[src/rtl/arbitro_mux_memoria_pkg.sv]
// arbitro_mux_memoria_pkg: shared state encoding and widths for the arbiter
package arbitro_mux_memoria_pkg;
  localparam int DATA_WIDTH_DEF = 2;
  localparam int CNT_W = 4;
  typedef enum logic [1:0] {
    ST_IDLE = 2'b00,
    ST_GNT0 = 2'b01,
    ST_GNT1 = 2'b10
  } state_t;
endpackage

[src/rtl/arbitro_mux_memoria_registro_salida_hs.sv]
// registro_salida_hs: one-entry valid/ready output register with same-cycle drain and reload
module registro_salida_hs #(
  parameter int W = 2
) (
  input  logic         clk,
  input  logic         reset,
  input  logic         load_i,
  input  logic [W-1:0] data_i,
  input  logic         ready_out_i,
  output logic [W-1:0] data_o,
  output logic         valid_o,
  output logic         slot_free_o
);
  logic [W-1:0] data_q;
  logic         valid_q;
  assign slot_free_o = !valid_q || ready_out_i;
  assign data_o = data_q;
  assign valid_o = valid_q;
  // load wins over drain so a simultaneous drain+load keeps the entry full
  always_ff @(posedge clk) begin
    if (reset) begin
      data_q  <= '0;
      valid_q <= 1'b0;
    end else if (load_i) begin
      data_q  <= data_i;
      valid_q <= 1'b1;
    end else if (ready_out_i) begin
      valid_q <= 1'b0;
    end
  end
endmodule

[src/rtl/arbitro_mux_memoria.sv]
// arbitro_mux_memoria: round-robin burst-limited arbiter driving a 2:1 memory mux; ARB_CONTADORES_EN adds per-requester accept counters
module arbitro_mux_memoria
  import arbitro_mux_memoria_pkg::*;
#(
  parameter int DATA_WIDTH = DATA_WIDTH_DEF,
  parameter int MAX_BURST  = 4
) (
  input  logic                  clk,
  input  logic                  reset,
  input  logic                  valid_in0,
  input  logic [DATA_WIDTH-1:0] data_in0,
  output logic                  ready_in0,
  input  logic                  valid_in1,
  input  logic [DATA_WIDTH-1:0] data_in1,
  output logic                  ready_in1,
  output logic                  selector,
  output logic [DATA_WIDTH-1:0] data_out,
  output logic                  valid_out,
`ifdef ARB_CONTADORES_EN
  output logic [CNT_W-1:0]      cnt0,
  output logic [CNT_W-1:0]      cnt1,
`endif
  input  logic                  ready_out
);
  localparam logic [CNT_W-1:0] MB = CNT_W'(MAX_BURST);
  state_t           state_q, state_d;
  logic [CNT_W-1:0] burst_q, burst_d;
  logic             last_q, last_d, sel_q, sel_d;
  logic             slot_free, acc0, acc1, acc, g1, own_v, oth_v;
  assign g1 = state_q == ST_GNT1;
  assign own_v = g1 ? valid_in1 : valid_in0;
  assign oth_v = g1 ? valid_in0 : valid_in1;
  assign acc0 = valid_in0 && ready_in0;
  assign acc1 = valid_in1 && ready_in1;
  assign acc = acc0 || acc1;
  assign selector = sel_q;
  // state, burst count, round-robin pointer and mux select registers
  always_ff @(posedge clk) begin
    if (reset) begin
      state_q <= ST_IDLE;
      burst_q <= '0;
      last_q  <= 1'b1;
      sel_q   <= 1'b0;
    end else begin
      state_q <= state_d;
      burst_q <= burst_d;
      last_q  <= last_d;
      sel_q   <= sel_d;
    end
  end
  // next-state: owner drop first, then burst-limit handover; burst saturates when unopposed
  always_comb begin
    state_d = state_q;
    burst_d = burst_q;
    if (state_q == ST_IDLE) begin
      state_d = (valid_in0 && valid_in1) ? (last_q ? ST_GNT0 : ST_GNT1) :
                valid_in0 ? ST_GNT0 : valid_in1 ? ST_GNT1 : ST_IDLE;
    end else if (!own_v) begin
      state_d = oth_v ? (g1 ? ST_GNT0 : ST_GNT1) : ST_IDLE;
      burst_d = '0;
    end else if (acc && oth_v && burst_q >= MB - 1'b1) begin
      state_d = g1 ? ST_GNT0 : ST_GNT1;
      burst_d = '0;
    end else if (acc) begin
      burst_d = (burst_q < MB) ? burst_q + 1'b1 : burst_q;
    end
  end
  // outputs: only the owner sees ready, and only when the output slot can take a word
  always_comb begin
    ready_in0 = !reset && state_q == ST_GNT0 && slot_free;
    ready_in1 = !reset && g1 && slot_free;
    last_d = acc1 ? 1'b1 : acc0 ? 1'b0 : last_q;
    sel_d = (state_d == ST_IDLE) ? sel_q : state_d == ST_GNT1;
  end
  registro_salida_hs #(.W(DATA_WIDTH)) u_reg (
    .clk        (clk),
    .reset      (reset),
    .load_i     (acc),
    .data_i     (acc1 ? data_in1 : data_in0),
    .ready_out_i(ready_out),
    .data_o     (data_out),
    .valid_o    (valid_out),
    .slot_free_o(slot_free)
  );
`ifdef ARB_CONTADORES_EN
  logic [CNT_W-1:0] cnt0_q, cnt1_q;
  assign cnt0 = cnt0_q;
  assign cnt1 = cnt1_q;
  // saturating accepted-word counters per requester
  always_ff @(posedge clk) begin
    if (reset) begin
      cnt0_q <= '0;
      cnt1_q <= '0;
    end else begin
      if (acc0 && cnt0_q != '1) cnt0_q <= cnt0_q + 1'b1;
      if (acc1 && cnt1_q != '1) cnt1_q <= cnt1_q + 1'b1;
    end
  end
`endif
endmodule

[config.mk]
export PLATFORM = sky130hd
export DESIGN_NAME = arbitro_mux_memoria
export DESIGN_NICKNAME = d
export VERILOG_FILES = /design/src/rtl/arbitro_mux_memoria_pkg.sv /design/src/rtl/arbitro_mux_memoria_registro_salida_hs.sv /design/src/rtl/arbitro_mux_memoria.sv
export SDC_FILE = /design/constraint.sdc
export NUM_CORES = 1
export LEC_CHECK = 0
export ABC_AREA = 1
export BUFFER_PORTS_ARGS = -buffer_cell sky130_fd_sc_hd__clkbuf_2
export CORE_AREA = 2 2 41 43
export DETAILED_ROUTE_END_ITERATION = 10
export DIE_AREA = 0 0 43 45
export GPL_TIMING_DRIVEN = 0
export MAX_ROUTING_LAYER = met4
export PLACE_DENSITY = 0.67
export SLEW_MARGIN = 0
export SYNTH_ARGS = -nofsm -noshare
export SYNTH_HDL_FRONTEND = slang
export SYNTH_SLANG_ARGS = --single-unit
export TNS_END_PERCENT = 50
[constraint.sdc]
create_clock -name clk -period 1.8 [get_ports clk]
set_clock_uncertainty 0.15 [all_clocks]
set_input_delay 0.09 -clock clk [delete_from_list [all_inputs] [get_ports clk]]
set_output_delay 0.09 -clock clk [all_outputs]
set_load 0.02 [all_outputs]
Yosys cells after proc, flatten, opt, wreduce, memory -nomap -nowiden
Cells that the tools add are included.
W data, S select, Z words.
{"block": "op_classes", "add_sub_neg": 1, "order_cmp": 2, "eq_ne": 5, "mux": 18, "n_bitwise": 1, "reduce_logical": 18}
{"op": "$mux W2", "n": 10}
{"op": "$mux W4", "n": 4}
{"op": "$logic_and A1 B1 Y1", "n": 9}
{"op": "$add A4 B1 Y4 const B", "n": 1}
{"op": "$eq A2 B2 Y1 const B", "n": 2}
{"op": "$ge A4 B2 Y1 const B", "n": 1}
{"op": "$logic_not A2 Y1", "n": 2}
{"op": "$lt A4 B3 Y1 const B", "n": 1}
{"op": "$mux W1", "n": 4}
{"op": "$ne A3 B1 Y1 const B", "n": 1}
{"op": "$ne A3 B2 Y1 const B", "n": 1}
{"op": "$reduce_and A3 Y1", "n": 1}
{"op": "$eq A2 B1 Y1 const B", "n": 1}
{"op": "$logic_not A1 Y1", "n": 2}
{"op": "$logic_or A1 B1 Y1", "n": 2}
{"op": "$reduce_bool A2 Y1", "n": 1}
{"op": "$reduce_or A2 Y1", "n": 1}
{"op": "$not A1 Y1", "n": 1}
{"block": "totals", "regBits": 11, "out_inout_bits": 6, "elab_cells": 51}

Depth between registers and ports, before layout
{"block": "logic_depth", "depth_word": 11, "ltp_mapped": 11, "depth_no_buf": 11}

Modules after synthesis
From an unflattened synthesis, not the netlist that was laid out.
{"block": "hier_totals", "hier_cells": 99, "area_unflattened_um2": 720.7}
{"mod": "arbitro_mux_memoria", "instances": 1, "cells_each": 85, "area_each_um2": 611.8, "seq_area_each_um2": 160.2}
{"mod": "registro_salida_hs", "instances": 1, "cells_each": 14, "area_each_um2": 108.9, "seq_area_each_um2": 60.1}

Worst setup path after synthesis
Ideal clock, no wire load.
{"block": "synth_path", "path_kind": "register to register", "startpoint": "reg u_reg.valid_q (netlist: u_reg.valid_o)", "endpoint": "reg u_reg.data_q[0] (netlist: u_reg.data_o[0])", "setup_time_ns": 0.074, "arrival_time_ns": 1.407, "required_time_ns": 1.576, "setup_slack_ns": 0.168, "path_stages_with_launch": 6, "n_path_buf": 0, "synth_period_minus_slack_ns": 1.632, "path_cell_list": "dfxtp_1 -> nand2_1 -> inv_1 -> nor3_1 -> nand3_1 -> a31oi_1"}
{"block": "synth_between", "elab_chain_len": 5, "word_cells_on_any_way": 8, "classes_between": "mux: 1; reduce/logical: 7"}
{"item": "from (decl)", "line_no": "arbitro_mux_memoria_registro_salida_hs.sv:15", "text": "logic valid_q;"}
{"item": "from (signal assigned)", "line_no": "arbitro_mux_memoria_registro_salida_hs.sv:23", "text": "valid_q <= 1'b0;"}
{"item": "from (signal assigned)", "line_no": "arbitro_mux_memoria_registro_salida_hs.sv:26", "text": "valid_q <= 1'b1;"}
{"item": "from (signal assigned)", "line_no": "arbitro_mux_memoria_registro_salida_hs.sv:28", "text": "valid_q <= 1'b0;"}
{"item": "$logic_not A1 Y1 *", "line_no": "arbitro_mux_memoria_registro_salida_hs.sv:16", "text": "assign slot_free_o = !valid_q || ready_out_i;"}
{"item": "$logic_or A1 B1 Y1 *", "line_no": "arbitro_mux_memoria_registro_salida_hs.sv:16"}
{"item": "$logic_and A1 B1 Y1 *", "line_no": "arbitro_mux_memoria.sv:71", "text": "ready_in1 = !reset && g1 && slot_free;"}
{"item": "net ready_in1", "line_no": "arbitro_mux_memoria.sv:15", "text": "output logic ready_in1,"}
{"item": "$logic_and A1 B1 Y1 *", "line_no": "arbitro_mux_memoria.sv:34", "text": "assign acc1 = valid_in1 && ready_in1;"}
{"item": "$mux W2 or $logic_or A1 B1 Y1 (tied branches)", "line_no": "arbitro_mux_memoria.sv:79, arbitro_mux_memoria.sv:35"}
{"item": "to (signal assigned)", "line_no": "arbitro_mux_memoria_registro_salida_hs.sv:25", "text": "data_q <= data_i;"}
{"item": "to (decl)", "line_no": "arbitro_mux_memoria_registro_salida_hs.sv:14", "text": "logic [W-1:0] data_q;"}
Mark *: on every way through the listed nets, which the timed path passes. The rest lies on a longest branch.
A chain may end at the register's enable or synchronous reset.

Final worst setup path
{"block": "layout_path", "startpoint": "in reset", "endpoint": "reg u_reg.data_q[0] (netlist: u_reg.data_o[0])"}
{"block": "layout_between", "elab_chain_len": 5, "word_cells_on_any_way": 9, "classes_between": "mux: 1; reduce/logical: 8"}
{"item": "from (decl)", "line_no": "arbitro_mux_memoria.sv:9", "text": "input logic reset,"}
{"item": "$logic_not A1 Y1", "line_no": "arbitro_mux_memoria.sv:70, arbitro_mux_memoria.sv:71"}
{"item": "$logic_and A1 B1 Y1 (on tied branches) (2 in series)", "line_no": "arbitro_mux_memoria.sv:71, arbitro_mux_memoria.sv:70"}
{"item": "$logic_and A1 B1 Y1 (on tied branches)", "line_no": "arbitro_mux_memoria.sv:34, arbitro_mux_memoria.sv:33"}
{"item": "$mux W2 or $logic_or A1 B1 Y1 (tied branches)", "line_no": "arbitro_mux_memoria.sv:79, arbitro_mux_memoria.sv:35"}
Several ways; a longest one is shown, not always the timed one.

==> results.yml <==
synth:
  yosys.area.top_type: "dfxtp_1"
  seq_area_frac_synth_pct: 34.99
  synth_common_cells: "16 x nand2_1, 13 x nor2_1, 11 x dfxtp_1, 7 x inv_1, 7 x nand3_1"
  synth_area_leaders: "dfxtp_1 35%, nand2_1 9.5%, nor2_1 7.8%, nand3_1 5.6%, inv_1 4.2%"
  synth.distinct_cells: 24
  synth_edf_count: 0
  syn-cell-area_um2: 629.4
  synth-seq-cells: 11
  synth_async_sr_flop_share_pct: 0
  avgSynthCellArea_um2: 6.916
  synth_flop_cell: "dfxtp_1"
  synthCells: 91
  synth.most_common_cell: "nand2_1"
  yosys.area.top_type_share_pct: 34.99
  ys_warn_count: 0
  mappedNetlistNets: 101
floorplan:
  start_util_pct: 42.77
  row_count: 14
  top_level_ports: 15
  die_area_mm2: 0.001935
  core_mm2: 0.001471
  die_h_um: 45
  dieWidth_um: 43
setup_path:
  max_stage_delay_ps: 520
  critPathMaxFanout: 10
  r2r_start: "state_q[1]"
  crit_chain: "dlygate4sd3_1, clkbuf_2, clkinv_4, nand4_1, nand2_4, buf_4, buf_4, o21ai_0, a31oi_1"
  critPathLaunchType: "input pin"
  cp_num_buf_inv: 5
  path_delay_family: "buffers and inverters"
  crit_top_cell: "buf_4"
  crit_slowest_cell: "dlygate4sd3_1"
  r2r-end: "selector"
  crit_type: "input pin to flip-flop"
  cp-end-kind: "flip-flop"
  r2r_setup_slack_ps: 180
  cp.required_ps: 1800
  rr_worst_depth: 9
  crit_arrival_ps: 1670
place:
  numPortBuffers: 14
  dp_hpwl_um: 1043
  place_ws_ps: 115.4
  gp_congestion: 0.8242
grt:
  grt_pass1_vias: 597
  gr-total-overflow: 0
  grt_usage_pct: 16.87
  grt_max_degree: 11
  antenna_found_initial: 0
  grt_pass1_wl_um: 2346
clock_tree:
  clk_pin_slew_ps: 70
  clock-sinks: 11
  cts_tree: "built"
  clock-root-buffer: "clkbuf_4"
  clock_latency_ps: 260
  htree_num_levels: 1
  numCtsBuffers: 3
  cts_buffer_depth: 2
sta:
  tightest_slew_ps: 289.8
  relSlewSlack_pct: 80.53
  finalHoldViolCount: 0
  slew_viol_final: 0
  setup_viol: 0
  rsz0062_at_grt: "no"
  finalCriticalPeriod_ps: 1667
  fmax_ghz: 0.5997
  timing.final.crit_share_pct: 92.64
  fin_hold_ws_ps: 45.58
  tns_ps: 0
  fin_ws_ps: 132.5
finish:
  antenna_cells: 0
  drive_above_1_share_pct: 29.06
  fin_util_pct: 56.80
  syn_to_final_growth_pct: 32.80
  fin_nets: 128
detailed_routing:
  drc_errors: 0
  drt_iter0_markers: 24
  via_per_inst: 5.060
  wl_per_cell_um: 10.17
  routed_wl_um: 1352
  ant_nets: 0
  first_pass_iters: 4
  via_count: 673
power_and_ir_drop:
  power_mw: 0.7121
  ir_worst_vdd_uv: 469.8
  p_leak_nw: 0.4200
  power_density_mw_per_mm2: 852.0
hold_path:
  hold_start: "valid_in0"
  hold_path.class: "input pin to flip-flop"
  min_to: "state_q[0]"
  hold_depth: 3
outcome:
  status: "complete, no violations"
flow_run:
  maxCapViolCount: 0
[cell type report]
cell class,instances,area (µm²)
Timing Repair Buffer,22,145.1
Multi-Input combinational cell,69,376.6
Inverter,11,46.29
Clock buffer,4,26.28
Fill cell,157,635.6
Tap cell,16,20.02
Sequential cell,11,221.5
[layout by cell type, fill, tap and decap left out, types with 2 or more instances in the layout]
master	n
buf_4	2
nand2_2	3
o21ai_0	4
inv_2	3
o21ai_1	4
nand4_1	2
nand2_4	2
nand2_1	16
nor2_1	13
a21oi_1	4
dfxtp_1	10
inv_1	7
nand3_1	7
a31oi_1	3
clkbuf_2	14
dlygate4sd3_1	6
clkbuf_4	3
[cell families (layout without fill, tap and decap cells)]
| logic type | after synthesis | count (layout) | synth area share (%) |
|---|---|---|---|
| xor+xnor | 1 | 1 | 1.392 |
| simple gates | 50 | 50 | 39.96 |
| flops | 11 | 11 | 34.99 |
| buf+inv | 11 | 37 | 6.561 |
| fa+ha+maj | 1 | 1 | 1.988 |
| compound gates | 17 | 17 | 15.11 |
[flip-flops by register name, summed over array words and instances, names as in the netlist]
| register | cells |
|---|---|
| u_reg.data_o | 2 |
| state_q | 2 |
| burst_q | 4 |
| selector | 1 |
| last_q | 1 |
| u_reg.valid_o | 1 |
[routing by layer]
| metal | vias up | share of wire, % | routed length, µm | GRT usage [%] |
|---|---|---|---|---|
| met5 | - | 0 | 0 | - |
| met4 | 0 | 2.0 | 27 | 9.091 |
| met3 | 5 | 4.7 | 64 | 2.400 |
| met2 | 17 | 49 | 657 | 28.79 |
| met1 | 296 | 45 | 602 | 19.26 |
| li1 | 355 | - | - | - |
[how the worst max path moves through the flow]
stage,start,to,slack [ps],cells after the start
2_1_floorplan,u_reg.valid_o,u_reg.data_o[0],170,5
3_3_place_gp,state_q[1],selector,140,9
3_5_place_dp,state_q[1],selector,120,9
4_1_cts,reset,selector,40,10
5_1_grt,reset,selector,10,10
6_report,reset,u_reg.data_o[0],130,9
[power breakdown]
part,switching [mW],internal [mW],total [mW]
Combinational,0.152,0.0966,0.248
Sequential,0.0246,0.274,0.299
Clock,0.0790,0.0857,0.165
[worst reg2reg max path: cells and delay by family, from the launching register on]
| family | cells | cell delay, ps |
|---|---|---|
| AOI/OAI and AO/OA | 1 | 130 |
| buffers and inverters | 1 | 50 |
| DFF | 1 | 380 |
| and+or+nand+nor | 7 | 820 |
[stage by stage]
| step | instances | area, µm² |
|---|---|---|
| floorplan | 91 | 629.4 |
| global placement | 121 | 719.4 |
| detailed placement | 121 | 719.4 |
| CTS | 131 | 805.8 |
| global route | 133 | 835.8 |
| finish | 133 | 835.8 |
[timing repair]
| action | CTS | global route |
|---|---|---|
| resized for setup | 0 | 4 |
| endpoints found under the setup margin | 0 | 5 |
| hold buffers | 6 | 0 |
| setup buffers | 0 | 2 |
| endpoints found under the hold margin | 5 | 0 |
Power figures use the tool's default switching activity.
